$ cat src/rtl/chn_arb_rr.sv
// rtl/chn_arb_rr.sv - channel-local requester arbiter with grant watchdog and TRN tx mux
module chn_arb_rr #(
  parameter int NREQ = 3,
  parameter int MODE = 0,
  parameter int TMO  = 256,
  parameter int TMOW = 16
) (
  input  logic              pcie_clk,
  input  logic              pcie_rst,
  input  logic              chn_trn,
  output logic              chn_reqep,
  output logic              chn_drvn,
  input  logic [NREQ-1:0]   req_ep,
  input  logic [NREQ-1:0]   drv_ep,
  output logic [NREQ-1:0]   my_trn,
  input  logic [NREQ*64-1:0] req_td,
  input  logic [NREQ*8-1:0] req_trem_n,
  input  logic [NREQ-1:0]   req_tsof_n,
  input  logic [NREQ-1:0]   req_teof_n,
  input  logic [NREQ-1:0]   req_tsrc_rdy_n,
  output logic [63:0]       trn_td,
  output logic [7:0]        trn_trem_n,
  output logic              trn_tsof_n,
  output logic              trn_teof_n,
  output logic              trn_tsrc_rdy_n,
  output logic [TMOW-1:0]   tmo_cnt
);

  localparam int GW = (NREQ > 1) ? $clog2(NREQ) : 1;
  localparam int WW = $clog2(TMO);

  typedef enum logic [2:0] {IDLE, WAIT_UP, GRANT, BUSY, REL} state_t;

  state_t          state, state_nxt;
  logic [GW-1:0]   g, g_nxt, last, last_nxt, winner;
  logic [WW-1:0]   wdog, wdog_nxt;
  logic [TMOW-1:0] tmo_nxt;
  logic            active;

  // Winner selection: rotating search after the previous grant, or lowest index.
  always_comb begin
    int            idx;
    logic [GW-1:0] idx_g;
    logic          found;
    winner = '0;
    found  = 1'b0;
    idx    = 0;
    idx_g  = '0;
    if (MODE == 1) begin
      for (int i = NREQ-1; i >= 0; i--)
        if (req_ep[i]) winner = GW'(i);
    end else begin
      for (int k = 1; k <= NREQ; k++) begin
        idx   = (int'(last) + k) % NREQ;
        idx_g = GW'(idx);
        if (!found && req_ep[idx_g]) begin
          winner = idx_g;
          found  = 1'b1;
        end
      end
    end
  end

  always_comb begin
    state_nxt = state;
    g_nxt     = g;
    last_nxt  = last;
    wdog_nxt  = wdog;
    tmo_nxt   = tmo_cnt;
    case (state)
      IDLE: begin
        if (|req_ep) begin
          g_nxt     = winner;
          state_nxt = WAIT_UP;
        end
      end
      WAIT_UP: begin
        if (chn_trn) begin
          state_nxt = GRANT;
          wdog_nxt  = '0;
        end else if (!req_ep[g]) begin
          state_nxt = REL;
        end
      end
      GRANT: begin
        if (drv_ep[g]) begin
          state_nxt = BUSY;
        end else if (!req_ep[g]) begin
          state_nxt = REL;
        end else if (wdog == WW'(TMO-1)) begin
          state_nxt = REL;
          if (tmo_cnt != '1) tmo_nxt = tmo_cnt + TMOW'(1);
        end else begin
          wdog_nxt = wdog + WW'(1);
        end
      end
      BUSY: begin
        if (!drv_ep[g]) state_nxt = REL;
      end
      REL: begin
        last_nxt  = g;
        state_nxt = IDLE;
      end
      default: state_nxt = IDLE;
    endcase
  end

  always_ff @(posedge pcie_clk) begin
    if (pcie_rst) begin
      state   <= IDLE;
      g       <= '0;
      last    <= GW'(NREQ-1);
      wdog    <= '0;
      tmo_cnt <= '0;
    end else begin
      state   <= state_nxt;
      g       <= g_nxt;
      last    <= last_nxt;
      wdog    <= wdog_nxt;
      tmo_cnt <= tmo_nxt;
    end
  end

  // Grant is gated by the live upstream grant so a revocation shows up immediately.
  assign active    = (state == GRANT) || (state == BUSY);
  assign chn_reqep = (state == WAIT_UP) || active;
  assign my_trn    = (active && chn_trn) ? (NREQ'(1) << g) : '0;
  assign chn_drvn  = active && drv_ep[g];

  always_comb begin
    trn_td         = 64'd0;
    trn_trem_n     = 8'hFF;
    trn_tsof_n     = 1'b1;
    trn_teof_n     = 1'b1;
    trn_tsrc_rdy_n = 1'b1;
    if (active) begin
      trn_td         = req_td[{g, 6'b0} +: 64];
      trn_trem_n     = req_trem_n[{g, 3'b0} +: 8];
      trn_tsof_n     = req_tsof_n[g];
      trn_teof_n     = req_teof_n[g];
      trn_tsrc_rdy_n = req_tsrc_rdy_n[g];
    end
  end

endmodule

$ cat config.mk
export PLATFORM = sky130hd
export DESIGN_NAME = chn_arb_rr
export DESIGN_NICKNAME = d
export VERILOG_FILES = /design/src/rtl/chn_arb_rr.sv
export SDC_FILE = /design/constraint.sdc
export NUM_CORES = 1
export LEC_CHECK = 0
export ABC_CLOCK_PERIOD_IN_PS = 3400
export BUFFER_PORTS_ARGS = -buffer_cell sky130_fd_sc_hd__buf_2
export CAP_MARGIN = 20
export CORE_AREA = 2 2 128 130
export DETAILED_ROUTE_END_ITERATION = 6
export DIE_AREA = 0 0 130 132
export PLACE_DENSITY = 0.65
export SLEW_MARGIN = 20
export SYNTH_ARGS = -nofsm -noshare
export SYNTH_HDL_FRONTEND = slang
export SYNTH_SLANG_ARGS = --single-unit
$ cat constraint.sdc
create_clock -name pcie_clk -period 3.4 [get_ports pcie_clk]
set_input_delay 0.51 -clock pcie_clk [delete_from_list [all_inputs] [get_ports pcie_clk]]
set_output_delay 0.51 -clock pcie_clk [all_outputs]
set_load 0.1 [all_outputs]
==> out/results.ini, run 1 <==
[timing]
fin_crit_ns=2.80
finClkSkew_ns=0.00361
setup_viol=0
hold_violations=0
slew_violations=0
rsz0062_at_grt=no
max_freq_mhz=357
relSlewSlack_pct=51.8
timing.final.crit_share_pct=82.3
tns_ns=0
worst_pin_slew_ns=0.723

[worst_setup_path]
required_ns=2.89
cp-start-kind=register
worst-path-max-fanout=73
worstPathArrival_ns=2.29
crit_path_end_kind=output pin
criticalPathCategory=register to output pin

[cells_and_area]
final_area_mm2=0.00643
layout_common_cells=buf_2 (275), nor2_1 (130), a21oi_1 (93)
drive_above_1_share_pct=42.4
fill_cells=1620
area_delta_synth_final_pct=76.4
multi_input_area_mm2=0.00281
regArea_um2=628
nets=1083
antenna_cells=0
final_common_cell=buf_2

[detailed_routing]
top_layer_used=met4
drc=0
final_antenna_net_count=0
viasPerCell=4.84
first_pass_iters=4
wl_per_cell_um=17.3
dr_wl_met2_um=8060
drt-initial-drc-count=246
met3_length_um=1730
finalWirelength_um=18300
via_count=5140
met1Wirelength_um=8430

[logic_synthesis]
synth_edf_count=0
ys_seq_area_share_pct=17.0
syn_area_mm2=0.00364
yosys.area_share.adder_pct=1.72
synth_top_flop_cell=dfxtp_1
synth_top_family_by_area=simple AND/OR/NAND/NOR gates
yosysWarnings=0
async_flop_share_pct=0
synth_cells=551
synth_area_per_cell_um2=6.61
synthSimpleGateAreaFrac_pct=29.1
synth-seq-cells=31
synth_cell_types=47
syn-num-nets=790
synth_compound_area_share_pct=23.2
synthMuxAreaShare_pct=22.4
synthXorXnorAreaFrac_pct=0

[job]
max_cap_violations=0

[clock_tree]
insertion_delay_ns=0.28
cts_setup_buffers=0
cts_buffer_depth=2
clk_pin_slew_ns=0.05
cts_max_level=2
holdBufCountCts=0
cts.repair.resized=0
clock-root-buffer=clkbuf_16
cts_tree=built
cts-buffers-inserted=5
cts.sinks=31

[floorplan]
dieArea_mm2=0.0172
core_mm2=0.0157
die_w_um=130
ioPinCount=330
dieHeight_um=132
rows=46
start_util_pct=23.2

[global_route]
gr-usage-all-layers_pct=20.1
grt.overflow.total=0
grt_pass1_vias=4757
grt_pass1_wl_um=26500
grt_max_degree=74
antenna_found_initial=0

[place]
place_area_mm2=0.00626
portBuffers=329
dp_hpwl_um=15500
place.gp.congestion=0.852

[power_and_ir_drop]
ir_drop_uv=168
p_per_area_mw_per_mm2=326
p_leak_nw=2.84

[outcome]
status=finished clean

[min_path]
hold_path.class=register to register

[report_power, final]
part / internal (mW) / switching [mW] / leakage [nW]
combinational: 0.400 / 0.799 / 2.50
clock: 0.334 / 0.164 / 0.0850
sequential: 0.371 / 0.0257 / 0.252
total: 1.11 / 0.988 / 2.84
[per-stage QoR]
stage	power, mW	hold WS [ns]	utilization (%)	setup WS (ns)	cells
2_1_floorplan	1.16	0.452	-	-0.239	551
3_3_place_gp	1.60	0.477	39.8	0.663	1053
3_5_place_dp	1.60	0.490	39.8	0.641	1053
4_1_cts	2.10	0.498	40.9	0.647	1061
5_1_grt	2.19	0.538	40.9	0.520	1061
6_report	2.09	0.506	40.9	0.601	1061
[metal layers]
metal / GRT usage [%] / vias to the layer above
li1: - / 2563
met4: 2.45 / 0
met5: 0 / -
met2: 30.8 / 240
met3: 5.15 / 9
met1: 29.1 / 2328
[synthesized netlist by cell type (5+ instances only)]
cell      count  share of area (%)
a21oi_1      93                 13
a31oi_1       8                1.4
buf_1        14                1.4
clkbuf_1     29                3.0
dfxtp_1      31                 17
ha_1          5                1.7
inv_1        11                1.1
mux2i_1      78                 21
nand2_1      23                2.4
nand3_1      14                1.9
nor2_1      136                 14
nor3_1       10                1.4
o21ai_0      13                1.8
o31ai_1      11                2.3
or4_1        12                2.5
[worst max-delay path, stage by stage (launching register included)]
cell	delay [ns]
dfxtp_4	0.47
buf_12	0.44
mux2i_1	0.24
nor2_1	0.05
a21oi_1	0.38
nor2_1	0.14
buf_12	0.22
[final timing paths]
| kind | start | end | slack [ns] | depth (start not counted) |
|---|---|---|---|---|
| min | wdog[1]$_SDFFE_PP0P_ | wdog[1]$_SDFFE_PP0P_ | 0.51 | 2 |
| min reg2reg | wdog[1]$_SDFFE_PP0P_ | wdog[1]$_SDFFE_PP0P_ | 0.51 | 2 |
| max | g[1]$_SDFFE_PP0P_ | trn_td[42] | 0.60 | 6 |
| max reg2reg | g[1]$_SDFFE_PP0P_ | tmo_cnt[5]$_SDFFE_PP0P_ | 0.71 | 5 |
[cell type report]
type | count | area share (%)
Clock buffer | 7 | 2.55
Clock inverter | 1 | 0.0779
Inverter | 11 | 0.643
Multi-Input combinational cell | 461 | 43.7
Sequential cell | 31 | 9.77
Tap cell | 216 | 4.21
Timing Repair Buffer | 334 | 39.0
[sequential cells by signal, indices dropped and copies added (netlist names)]
register	flops
g	2
last	2
state	3
tmo_cnt	16
wdog	8
[logic make-up (layout without fill, tap and decap cells)]
family / count (synthesis) / in the layout
AND/OR/NAND/NOR: 229 / 229
AO/OA/AOI/OAI: 146 / 146
adder cells (fa/ha/maj): 5 / 5
multiplexers: 81 / 81
buffers and inverters: 59 / 353
flip-flops: 31 / 31
Note: power is estimated with default switching activity, not from simulation.
==> run 2, diff against run 1 <==
--- a/config.mk
+++ b/config.mk
@@ -5,13 +5,14 @@
 export SDC_FILE = /design/constraint.sdc
 export NUM_CORES = 1
 export LEC_CHECK = 0
-export ABC_CLOCK_PERIOD_IN_PS = 3400
+export ABC_AREA = 1
+export ABC_CLOCK_PERIOD_IN_PS = 2600
 export BUFFER_PORTS_ARGS = -buffer_cell sky130_fd_sc_hd__buf_2
 export CAP_MARGIN = 20
 export CORE_AREA = 2 2 128 130
 export DETAILED_ROUTE_END_ITERATION = 6
 export DIE_AREA = 0 0 130 132
-export PLACE_DENSITY = 0.65
+export PLACE_DENSITY = 0.68
 export SLEW_MARGIN = 20
 export SYNTH_ARGS = -nofsm -noshare
 export SYNTH_HDL_FRONTEND = slang
==> constraint.sdc (replaced) <==
create_clock -name pcie_clk -period 2.6 [get_ports pcie_clk]
set_input_delay 0.39 -clock pcie_clk [delete_from_list [all_inputs] [get_ports pcie_clk]]
set_output_delay 0.39 -clock pcie_clk [all_outputs]
set_load 0.1 [all_outputs]
==> run 2 against run 1 <==
Design area rose by 14%. Sequential power is 59% higher. Clock-buffer cell count down 2.
==> out/results.ini, run 2 <==
[worst_setup_path]
cp_common_cell=nand3_1
worstRegToRegCells=9  ; was 5
r2r_end=wdog[2]$_SDFFE_PP0P_  ; was tmo_cnt[5]$_SDFFE_PP0P_
required_ns=2.21  ; was 2.89 ns
critPathBufInv=3  ; was 2
worstPathArrival_ns=2.02  ; was 2.29 ns
crit_path_end_kind=output pin  ; unchanged
criticalPathCategory=register to output pin  ; unchanged
r2r_start=g[0]$_SDFFE_PP0P_  ; was g[1]$_SDFFE_PP0P_
cp-start-kind=register  ; unchanged
rrSetupSlack_ns=0.45  ; was 0.71 ns
worst-path-max-fanout=25  ; was 73
critPathMaxStageDelay_ns=0.64  ; was 0.47 ns
crit_slowest_cell=dfxtp_2  ; was dfxtp_4
startpoint=g[0]$_SDFFE_PP0P_  ; was g[1]$_SDFFE_PP0P_
path_cells=buf_4 > nand3_1 > nand3_1 > nand2_1 > inv_1 > buf_12  ; was buf_12 > mux2i_1 > nor2_1 > a21oi_1 > nor2_1 > buf_12
crit_family=buffers and inverters  ; unchanged

[job]
max_cap_violations=0  ; unchanged

[floorplan]
rows=46  ; unchanged
dieArea_mm2=0.0172  ; unchanged
start_util_pct=26.1  ; was 23.2%
core_mm2=0.0157  ; unchanged
die_w_um=130  ; unchanged
ioPinCount=330  ; unchanged
dieHeight_um=132  ; unchanged

[clock_tree]
cts.sinks=31  ; unchanged
cts_tree=built  ; unchanged
cts_setup_buffers=0  ; unchanged
clock-root-buffer=clkbuf_16  ; unchanged
insertion_delay_ns=0.28  ; about the same
cts.repair.resized=0  ; unchanged
cts-buffers-inserted=5  ; unchanged
cts_buffer_depth=2  ; unchanged
holdBufCountCts=0  ; unchanged
cts_max_level=2  ; unchanged
clk_pin_slew_ns=0.06  ; was 0.05 ns

[timing]
slew_violations=0  ; unchanged
fin_crit_ns=2.41
relSlewSlack_pct=64.2  ; was 51.8%
timing.final.crit_share_pct=92.5
max_freq_mhz=416
worst_pin_slew_ns=0.537  ; was 0.723 ns
rsz0062_at_grt=no  ; unchanged
setup_viol=0  ; unchanged
hold_violations=0  ; unchanged
worst_slack_ns=0.195  ; was 0.601 ns
tns_ns=0  ; unchanged
finClkSkew_ns=0.00964  ; was 0.00361 ns

[cells_and_area]
regMostFlops=tmo_cnt  ; unchanged
reg.largest.list=tmo_cnt (16), wdog (8), state (3)  ; unchanged
final_cell_count_no_fill=1339  ; was 1061
drive_above_1_share_pct=32.6  ; was 42.4%
fill_cells=1619  ; was 1620
final_common_cell=nand2_1  ; was buf_2
nets=1359  ; was 1083
area_delta_synth_final_pct=78.2  ; was 76.4%
fin_util_pct=46.5  ; was 40.9%
final_area_mm2=0.00731  ; was 0.00643 mm2
layout_common_cells=nand2_1 (312), buf_2 (250), nand3_1 (189)  ; was buf_2 (275), nor2_1 (130), a21oi_1 (93)
largest_reg_flops=16  ; unchanged

[power_and_ir_drop]
seqPwrFrac_pct=9.4  ; was 19.0%
power_frac_clock_pct=8.8  ; was 23.8%
p_sw_mw=4.06  ; was 988 uW
p_per_area_mw_per_mm2=917  ; was 326 mW/mm2
ir_drop_uv=658  ; was 168 uV
p_leak_nw=3.90  ; was 2.84 nW
p_comb_share_pct=81.8  ; was 57.3%
intPower_mw=2.64  ; was 1.11 mW
p_sw_share_pct=60.6  ; was 47.2%

[place]
dp_cells=1329  ; was 1053
portBuffers=329  ; unchanged
dp_hpwl_um=15500  ; about the same
place_area_mm2=0.00715  ; was 0.00626 mm2
dpl_worst_slack_ns=0.477  ; was 0.641 ns
place.gp.congestion=0.939  ; was 0.852

[global_route]
grt_pass1_vias=5630  ; was 4757
grt_max_degree=81  ; was 74
gr-usage-all-layers_pct=20.9  ; was 20.1%
grt.overflow.total=0  ; unchanged
grt_pass1_wl_um=28700  ; was 26500 um
antenna_found_initial=3  ; was 0

[logic_synthesis]
synth_compound_area_share_pct=6.68  ; was 23.2%
synth_edf_count=0  ; unchanged
synth_cell_types=27  ; was 47
async_flop_share_pct=0  ; unchanged
ys_seq_area_share_pct=15.1  ; was 17.0%
synth_area_per_cell_um2=4.99  ; was 6.61 um2
synth_top_family_by_area=simple AND/OR/NAND/NOR gates  ; unchanged
syn-num-nets=1061  ; was 790
synth_top_area_share_pct=28.6  ; was 21.4%
synthSimpleGateAreaFrac_pct=61.5  ; was 29.1%
yosys.area_share.adder_pct=1.53  ; was 1.72%
synthMostInstantiatedCell=nand2_1  ; was nor2_1
synthXorXnorAreaFrac_pct=0.854  ; was 0%
syn_area_mm2=0.00410  ; was 0.00364 mm2
synthMuxAreaShare_pct=0  ; was 22.4%
synth-seq-cells=31  ; unchanged
yosys-top-cells-count=nand2_1 (312), nand3_1 (189), inv_1 (98)  ; was nor2_1 (136), a21oi_1 (93), mux2i_1 (78)
synth_top_area_cell=nand2_1  ; was mux2i_1
yosysWarnings=0  ; unchanged
synth_top_flop_cell=dfxtp_1  ; unchanged
synth_cells=822  ; was 551
ys_top_cells_by_area=nand2_1 (29%), nand3_1 (23%), dfxtp_1 (15%), inv_1 (9.0%), a21oi_1 (4.9%)  ; was mux2i_1 (21%), dfxtp_1 (17%), nor2_1 (14%), a21oi_1 (13%), clkbuf_1 (3.0%)

[detailed_routing]
drt-initial-drc-count=312  ; was 246
finalWirelength_um=19500  ; was 18300 um
drc=0  ; unchanged
viasPerCell=4.75  ; was 4.84
first_pass_iters=5  ; was 4
wl_per_cell_um=14.6  ; was 17.3 um
via_count=6364  ; was 5140
final_antenna_net_count=0  ; unchanged

[min_path]
hold_path.class=register to register  ; unchanged
hold_depth=2  ; unchanged
holdCritStartpoint=tmo_cnt[1]$_SDFFE_PP0P_  ; was wdog[1]$_SDFFE_PP0P_
hold_end=tmo_cnt[1]$_SDFFE_PP0P_  ; was wdog[1]$_SDFFE_PP0P_

[outcome]
status=finished clean  ; unchanged

## run 2: power groups by stage
stage	clock network [mW]	logic [mW]	registers [mW]
floorplan	0	3.68	0.564
global placement	0	5.45	0.640
detailed placement	0	5.49	0.644
CTS	0.601	5.51	0.635
global route	0.625	5.89	0.645
finish	0.590	5.48	0.632
## run 2: worst max-delay path by stage
stage	to	slack, ns	cells after the start
5_1_grt	trn_td[35]	0.02	6
4_1_cts	trn_td[5]	0.16	6
3_5_place_dp	trn_td[35]	0.48	8
3_3_place_gp	trn_td[35]	0.50	8
2_1_floorplan	my_trn[1]	-0.78	5
6_report	trn_td[3]	0.19	6
## run 2: stage by stage
step	total power, mW	hold slack, ns
final	6.70	0.510
after global routing	7.16	0.522
after CTS	6.75	0.512
after detailed placement	6.14	0.503
after global placement	6.09	0.484
after floorplan	4.24	0.479
## run 2: tightest hold or removal path, delay by kind of cell, from the launching register on
family	cells	cell delay, ns
DFF	1	0.34
and+or+nand+nor	1	0.07
AOI/OAI and AO/OA	1	0.06
## run 2: layout make-up
class	count	area, um2	area share (%)
Inverter	101	379	5.19
Sequential cell	31	622	8.51
Tap cell	216	270	3.70
Timing Repair Buffer	340	2970	40.6
Multi-Input combinational cell	641	2920	39.9
Clock inverter	3	23.8	0.325
Antenna cell	2	5.00	0.0685
Clock buffer	5	125	1.71
## run 2: cell families after synthesis
logic type	after synthesis
compound gates	54
xor+xnor	4
fa+ha+maj	5
buf+inv	150
flops	31
simple gates	578
## run 2: layer usage
metal / global-route usage, % / up-vias / share of wire (%)
li1: - / 3221 / -
met1: 24.1 / 2841 / 40
met2: 36.9 / 268 / 48
met3: 7.22 / 34 / 10
met4: 4.90 / 0 / 2.2
met5: 0 / - / 0
